$ cat config.mk
export PLATFORM = sky130hd
export DESIGN_NAME = seg_scan_ctrl
export DESIGN_NICKNAME = d
export VERILOG_FILES = /design/src/rtl/seg_scan_ctrl.sv
export SDC_FILE = /design/constraint.sdc
export NUM_CORES = 1
export LEC_CHECK = 0
export BUFFER_PORTS_ARGS = -buffer_cell sky130_fd_sc_hd__buf_2
export CORE_MARGIN = 2
export CORE_UTILIZATION = 30
export CTS_CLUSTER_SIZE = 30
export DETAILED_ROUTE_END_ITERATION = 16
export PLACE_DENSITY = 0.51
export SLEW_MARGIN = 20
export SYNTH_ARGS = -nofsm -noshare
export SYNTH_HDL_FRONTEND = slang
export SYNTH_SLANG_ARGS = --single-unit
$ cat constraint.sdc
create_clock -name clk -period 5.75 [get_ports clk]
set_input_delay 1.15 -clock clk [delete_from_list [all_inputs] [get_ports clk]]
set_output_delay 1.15 -clock clk [all_outputs]
set_load 0.05 [all_outputs]
$ cat src/rtl/seg_scan_ctrl.sv
// rtl/seg_scan_ctrl.sv - seven-segment digit scan controller with tear-free content buffering
// Outputs are registered from next-state so digit_sel and hex_code change on the same edge.
module seg_scan_ctrl #(
  parameter int NUM_DIGITS   = 4,
  parameter int REFRESH_DIV  = 50000,
  parameter int BLANK_CYCLES = 2
) (
  input  logic                    clk,
  input  logic                    rst,
  input  logic                    enable,
  input  logic                    load,
  input  logic [4*NUM_DIGITS-1:0] value_in,
  input  logic [1:0]              mode_in,
  output logic [3:0]              hex_code,
  output logic [NUM_DIGITS-1:0]   digit_sel,
  output logic                    scan_done
);

  localparam int CNT_MAX = (REFRESH_DIV > BLANK_CYCLES) ? REFRESH_DIV : BLANK_CYCLES;
  localparam int CNT_W   = (CNT_MAX > 1) ? $clog2(CNT_MAX) : 1;
  localparam int IDX_W   = $clog2(NUM_DIGITS);

  localparam logic [CNT_W-1:0] SHOW_LAST  = CNT_W'(REFRESH_DIV - 1);
  localparam logic [CNT_W-1:0] BLANK_LAST = CNT_W'(BLANK_CYCLES - 1);
  localparam logic [IDX_W-1:0] IDX_LAST   = IDX_W'(NUM_DIGITS - 1);

  localparam logic [1:0] S_IDLE  = 2'd0;
  localparam logic [1:0] S_SHOW  = 2'd1;
  localparam logic [1:0] S_BLANK = 2'd2;

  localparam logic [1:0] MODE_HEX  = 2'b00;
  localparam logic [1:0] MODE_PASS = 2'b01;
  localparam logic [1:0] MODE_FAIL = 2'b10;

  logic [1:0]              state_q, state_d;
  logic [IDX_W-1:0]        idx_q, idx_d;
  logic [CNT_W-1:0]        cnt_q, cnt_d;
  logic [4*NUM_DIGITS-1:0] act_val_q, act_val_d;
  logic [1:0]              act_mode_q, act_mode_d;
  logic [4*NUM_DIGITS-1:0] pend_val_q, pend_val_d;
  logic [1:0]              pend_mode_q, pend_mode_d;
  logic                    pend_flag_q, pend_flag_d;
  logic [3:0]              hex_code_q, hex_code_d;
  logic [NUM_DIGITS-1:0]   digit_sel_q, digit_sel_d;
  logic                    scan_done_q, scan_done_d;
  logic                    copy;

  // Fixed words are stored digit 3..0 as nibbles 3..0; digits above 3 always show a dash.
  function automatic logic [3:0] digit_code(input logic [1:0]              mode,
                                            input logic [4*NUM_DIGITS-1:0] val,
                                            input logic [IDX_W-1:0]        i);
    logic [15:0] word;
    logic [3:0]  pos;
    logic [3:0]  code;
    pos = 4'(i);
    case (mode)
      MODE_PASS: word = 16'hBACC;
      MODE_FAIL: word = 16'hDA1E;
      default:   word = 16'hFFFF;
    endcase
    if (mode == MODE_HEX) begin
      code = val[{i, 2'b00} +: 4];
    end else if (pos > 4'd3) begin
      code = 4'hF;
    end else begin
      code = word[{pos[1:0], 2'b00} +: 4];
    end
    return code;
  endfunction

  always_comb begin
    state_d = state_q;
    idx_d   = idx_q;
    cnt_d   = cnt_q;
    if (!enable) begin
      state_d = S_IDLE;
      idx_d   = '0;
      cnt_d   = '0;
    end else begin
      case (state_q)
        S_IDLE: begin
          state_d = S_SHOW;
          idx_d   = '0;
          cnt_d   = '0;
        end
        S_SHOW: begin
          if (cnt_q == SHOW_LAST) begin
            state_d = S_BLANK;
            cnt_d   = '0;
          end else begin
            cnt_d = cnt_q + CNT_W'(1);
          end
        end
        S_BLANK: begin
          if (cnt_q == BLANK_LAST) begin
            state_d = S_SHOW;
            cnt_d   = '0;
            idx_d   = (idx_q == IDX_LAST) ? '0 : idx_q + IDX_W'(1);
          end else begin
            cnt_d = cnt_q + CNT_W'(1);
          end
        end
        default: begin
          state_d = S_IDLE;
          idx_d   = '0;
          cnt_d   = '0;
        end
      endcase
    end
  end

  // A load coinciding with a copy bypasses pending so the newest content is never lost.
  always_comb begin
    copy        = scan_done_q || (state_q == S_IDLE);
    act_val_d   = act_val_q;
    act_mode_d  = act_mode_q;
    pend_val_d  = pend_val_q;
    pend_mode_d = pend_mode_q;
    pend_flag_d = pend_flag_q;
    if (load) begin
      pend_val_d  = value_in;
      pend_mode_d = mode_in;
    end
    if (copy) begin
      if (load) begin
        act_val_d  = value_in;
        act_mode_d = mode_in;
      end else if (pend_flag_q) begin
        act_val_d  = pend_val_q;
        act_mode_d = pend_mode_q;
      end
      pend_flag_d = 1'b0;
    end else if (load) begin
      pend_flag_d = 1'b1;
    end
  end

  always_comb begin
    digit_sel_d = '0;
    hex_code_d  = hex_code_q;
    if (state_d == S_SHOW) begin
      digit_sel_d = NUM_DIGITS'(1) << idx_d;
      hex_code_d  = digit_code(act_mode_d, act_val_d, idx_d);
    end
    scan_done_d = (state_d == S_BLANK) && (idx_d == IDX_LAST) && (cnt_d == BLANK_LAST);
  end

  always_ff @(posedge clk or posedge rst) begin
    if (rst) begin
      state_q     <= S_IDLE;
      idx_q       <= '0;
      cnt_q       <= '0;
      act_val_q   <= '0;
      act_mode_q  <= MODE_HEX;
      pend_val_q  <= '0;
      pend_mode_q <= MODE_HEX;
      pend_flag_q <= 1'b0;
      hex_code_q  <= '0;
      digit_sel_q <= '0;
      scan_done_q <= 1'b0;
    end else begin
      state_q     <= state_d;
      idx_q       <= idx_d;
      cnt_q       <= cnt_d;
      act_val_q   <= act_val_d;
      act_mode_q  <= act_mode_d;
      pend_val_q  <= pend_val_d;
      pend_mode_q <= pend_mode_d;
      pend_flag_q <= pend_flag_d;
      hex_code_q  <= hex_code_d;
      digit_sel_q <= digit_sel_d;
      scan_done_q <= scan_done_d;
    end
  end

  assign hex_code  = hex_code_q;
  assign digit_sel = digit_sel_q;
  assign scan_done = scan_done_q;

endmodule

; ---- Word level (Yosys, flattened, before mapping)
; Index checks and enable logic that the tools add are counted.
[word_totals]
ramBits = 0
memories = 0
inputBits = 22
word_cells = 57
ff_bits = 66
mem_bits_ro = 0
latch_bits = 0
out_inout_bits = 9
[classes]
addsub = 2
mux = 24
n_bitwise = 0
div = 0
multipliers = 0
shift = 3
eq_ne = 11
magnitude_cmp = 0
reduce_logical = 6
[op_table]
columns = op, count
row1 = $mux 16, 7
row2 = $eq 16x1->1 const B, 2
row3 = $pmux 16 s2, 1
row4 = $shiftx 16x5->4, 2
row5 = $pmux 15 s2, 1
row6 = $mux 2, 9
row7 = $add 16x1->16 const B, 1
row8 = $eq 16x16->1 const B, 1
row9 = $eq 2x2->1 const B, 5
row10 = $mux 4, 2
row11 = $eq 2x1->1 const B, 3
row12 = $pmux 2 s3, 1
row13 = $logic_not 2->1, 2
row14 = $pmux 2 s2, 1
row15 = $shl 1x2->4 const A, 1
row16 = $add 2x1->2 const B, 1
row17 = $logic_and 1x1->1, 2
row18 = $mux 1, 2
row19 = $reduce_bool 2->1, 1
row20 = $logic_or 1x1->1, 1

; ---- Logic depth before layout (Yosys ltp)
[logic_depth]
word_depth = 8
ltp_mapped = 14
depth_no_buf = 12

; ---- Least setup slack after synthesis
; OpenSTA, ideal clock, no wires.
[synth_path]
kind = input to register
from = in load
to = reg hex_code_q[1] (netlist: hex_code[1])
path_slack_ps = 2532
required_time_ps = 5684
path_buffers = 3
cell_stages = 9
setup_time_ps = 66
arrival_time_ps = 3152
cell_sequence = o21ai_0 > clkbuf_1 > buf_2 > o21a_1 > ha_1 > clkbuf_1 > nor2_1 > a221oi_1 > o22a_1
[synth_between]
elab_chain_cells = 7
elab_cells_between_ends = 12
classes_between = 2 x eq/ne / 2 x shift / 7 x mux / 1 x reduce/logical
[synth_lines]
columns = item, line_no
row1 = from (decl), 11  ; input logic load,
row2 = $mux 2, 125  ; if (load) begin
row3 = $mux 2, 124  ; if (copy) begin
row4 = $eq 2x2->1 or $eq 2x1->1 (tied branches), 56  ; case (mode)
row5 = $pmux 15 s2, 56
row6 = $mux 16, 141  ; if (state_d == S_SHOW) begin
row7 = $shiftx 16x5->4, 66  ; code = word[{pos[1:0], 2'b00} +: 4];
row8 = $mux 4 *, 61  ; if (mode == MODE_HEX) begin
row9 = to (signal assigned), 170  ; hex_code_q <= hex_code_d;
row10 = to (decl), 43  ; logic [3:0] hex_code_q, hex_code_d;
; Mark *: on every way between the ends. The rest lies on a longest branch, timed or not. The select of a mux whose other input is x is not followed.
; A chain may end at the register's enable or synchronous reset.

; ---- Worst setup path in the final report
[layout_path]
from = in load
to = reg hex_code_q[0] (netlist: hex_code[0])
; The elaborated chain is that of the path after synthesis.

==> impl_metrics.toml <==
[yosys]
syn_nets = 341
syn_area_mm2 = 0.00333
synthFlopType = "dfrtp_1"
yosys_warnings = 0
ys_async_sr_fraction = 1.00
ys_ff_latch = 66
syn_inst = 309
synth.yosys.seq_area_share = 0.496
post_synth_num_cell_types = 53
synth_edf_count = 0
synth_area_per_cell_um2 = 10.8

[sta]
fin_worst_skew_ns = 0.00994
fin_crit_ns = 3.11
fin_crit_sh = 0.540
setup_tns_ns = 0
finalSetupViolCount = 0
rsz0062_at_grt = "no"
finalMaxSlewViolations = 0
fmax_mhz = 322
hold_violations = 0
worstMarginPinSlew_ns = 0.944
relSlewSlack = 0.361

[final_layout]
nets = 369
area_delta_synth_final_pct = 16.0
antenna_cells = 0
final_layout_size_suffix_gt1_frac = 0.251
final_util = 0.356
seq_area_mm2 = 0.00165
multi_input_area_mm2 = 0.00155
fill_cells = 1080

[cts]
clkTransAtPathRegs_ns = 0.07
clock_latency_ns = 0.35
cts_tree = "done"
cts_root_buffer = "clkbuf_8"
cts_sinks = 66
numCtsBuffers = 9
cts_buffer_depth = 2
cts-resized-gates = 0
cts_hold_buffers = 0
h-tree-depth = 3
post-cts-setup-buffers = 0

[drt]
wire_per_inst_um = 14.4
route.met3.wl_um = 226
via_per_inst = 4.83
routed_wl_mm = 6.94
met1Wirelength_mm = 3.23
top_layer = "met4"
drtIter0Drc = 90
dr.pass1.iters = 4
drc = 0
wl_met2_mm = 3.41
vias = 2326
postRouteAntennaNets = 0

[setup_path]
path_class = "primary input to flip-flop"
cp-start-kind = "primary input"
end_kind = "flip-flop"
path_cells = "buf_2, o21ai_1, buf_4, nand2_1, o21a_1, ha_1, inv_1, a31oi_1, a21boi_0, o22a_1"
arrival_ns = 3.39
slowest_stage = "ha_1"
cp_num_buf_inv = 3
path_delay_family = "compound AO/OA/AOI/OAI gates"
cp.required_ns = 6.04
slowest_delay_ns = 0.44
cp_max_fo = 23

[global_route]
antenna_found_initial = 0
grt_first_pass_wirelength_mm = 11.4
grt_max_degree = 67
grt_remaining_overflow = 0
grt_pass1_vias = 2303
track_usage = 0.125

[die]
die_y_um = 109
die_x_um = 109
ioPinCount = 31
start_util = 0.307
num_rows = 38
core_area_mm2 = 0.0108
dieArea_mm2 = 0.0120

[power_and_ir_drop]
power.clock.fraction = 0.326
p_int_mw = 1.08
switching_power_mw = 0.519
power_frac_seq = 0.375
max-vdd-ir-drop_v = 0.000142
swShare = 0.325
power_frac_comb = 0.299
power.leakage_nw = 1.68
power.density_mw_per_mm2 = 414

[run_status]
outcome = "finished clean"

[job]
drv_cap = 0

[min_path]
hold_class = "flip-flop to flip-flop"

[placement]
portBuffers = 30
dpl.hpwl_mm = 4.84
routabilityCongestion = 0.806
per-stage QoR:
step / setup slack (ns) / cells / hold WS (ns) / total power [mW] / area (um^2)
4_1_cts: 2.62 / 482 / 0.487 / 1.63 / 3860
2_1_floorplan: 2.53 / 309 / 0.441 / 0.969 / 3330
3_5_place_dp: 2.27 / 466 / 0.470 / 1.09 / 3600
3_3_place_gp: 2.33 / 466 / 0.471 / 1.08 / 3600
6_report: 2.64 / 482 / 0.480 / 1.60 / 3860
5_1_grt: 2.37 / 482 / 0.513 / 1.70 / 3860
logic make-up after synthesis:
| logic type | after synthesis | synth area share |
|---|---|---|
| compound gates | 46 | 0.0981 |
| xor+xnor | 17 | 0.0447 |
| fa+ha+maj | 10 | 0.0376 |
| buf+inv | 29 | 0.0376 |
| flops | 66 | 0.496 |
| mux | 34 | 0.112 |
| simple gates | 107 | 0.174 |
cells in the mapped netlist (2+ instances only):
master,n,area (um^2)
o221ai_1,2,17.5
o21ai_0,6,30.0
nand2_1,19,71.3
nor2_1,44,165
nor4_1,2,12.5
a21oi_1,8,40.0
a221oi_1,3,26.3
nand3_1,10,50.1
ha_1,10,125
xor2_1,6,52.6
buf_2,6,30.0
xnor2_1,11,96.3
inv_1,14,52.6
clkbuf_1,6,22.5
mux2_2,25,282
nor3_1,5,25.0
and3_1,2,12.5
nor2b_1,3,18.8
a21o_1,2,15.0
mux2i_1,9,90.1
nor4b_1,3,26.3
dfrtp_1,66,1650
nor4_4,2,42.5
o21a_1,3,22.5
nand4_1,3,18.8
or2_2,3,18.8
or3_1,2,12.5
o22a_1,3,26.3
o211ai_1,2,15.0
a31oi_1,6,37.5
cell type report:
| class | instances | area share |
|---|---|---|
| Multi-Input combinational cell | 214 | 0.402 |
| Sequential cell | 66 | 0.428 |
| Clock buffer | 10 | 0.0330 |
| Clock inverter | 6 | 0.0356 |
| Timing Repair Buffer | 32 | 0.0428 |
| Inverter | 14 | 0.0136 |
| Tap cell | 140 | 0.0454 |
flip-flops by register name, summed over array words and instances, names as in the netlist, 2 cells and up:
register	cells
cnt_q	16
state_q	2
pend_mode_q	2
act_mode_q	2
idx_q	2
act_val_q	16
pend_val_q	16
digit_sel	4
hex_code	4
metal layers:
| metal | GRT usage | up-vias |
|---|---|---|
| li1 | - | 1136 |
| met1 | 0.152 | 1145 |
| met2 | 0.209 | 36 |
| met3 | 0.0344 | 9 |
| met4 | 0.0488 | 0 |
| met5 | 0 | - |
power by group through the flow:
stage,Combinational [mW],Clock [mW],Sequential (mW)
4_1_cts,0.486,0.539,0.602
3_5_place_dp,0.483,0,0.611
2_1_floorplan,0.314,0,0.655
3_3_place_gp,0.475,0,0.606
6_report,0.478,0.522,0.600
5_1_grt,0.531,0.557,0.609
cells in the final DEF, fill, tap and decap left out, types with 3 or more instances in the layout:
master	instances
dfrtp_1	66
nor2_1	44
buf_2	30
mux2_2	25
nand2_1	19
inv_1	13
xnor2_1	11
nand3_1	10
ha_1	10
mux2i_1	9
clkbuf_8	9
a21oi_1	8
xor2_1	6
a31oi_1	6
nor3_1	5
o21ai_0	5
bufinv_16	4
nor4b_1	3
nand4_1	3
or2_2	3
nor2b_1	3
o21a_1	3
a221oi_1	3
o22a_1	3
path summary, 6_finish.rpt:
check | startpoint | to | slack [ns] | cells past startpoint
worst max register to register | state_q[0]$_DFF_PP0_ | hex_code[0]$_DFFE_PP0P_ | 2.77 | 11
worst max-delay path | load | hex_code[0]$_DFFE_PP0P_ | 2.64 | 10
worst min-delay path | pend_mode_q[0]$_DFFE_PP0P_ | pend_mode_q[0]$_DFFE_PP0P_ | 0.48 | 2
min in group asynchronous | rst | idx_q[0]$_DFF_PP0_ | 1.04 | 3
worst min register to register | pend_mode_q[0]$_DFFE_PP0P_ | pend_mode_q[0]$_DFFE_PP0P_ | 0.48 | 2
max in group asynchronous | rst | cnt_q[15]$_DFF_PP0_ | 4.14 | 3
worst reg2reg max path: stages (launching register included):
cell      delay (ns)
dfrtp_1         0.42
inv_1           0.09
ha_1            0.28
or2_2           0.36
o21ai_1         0.09
buf_4           0.27
o21a_1          0.22
ha_1            0.44
inv_1           0.17
a31oi_1         0.24
a21boi_0        0.20
o22a_1          0.15
Power figures use the tool's default switching activity.
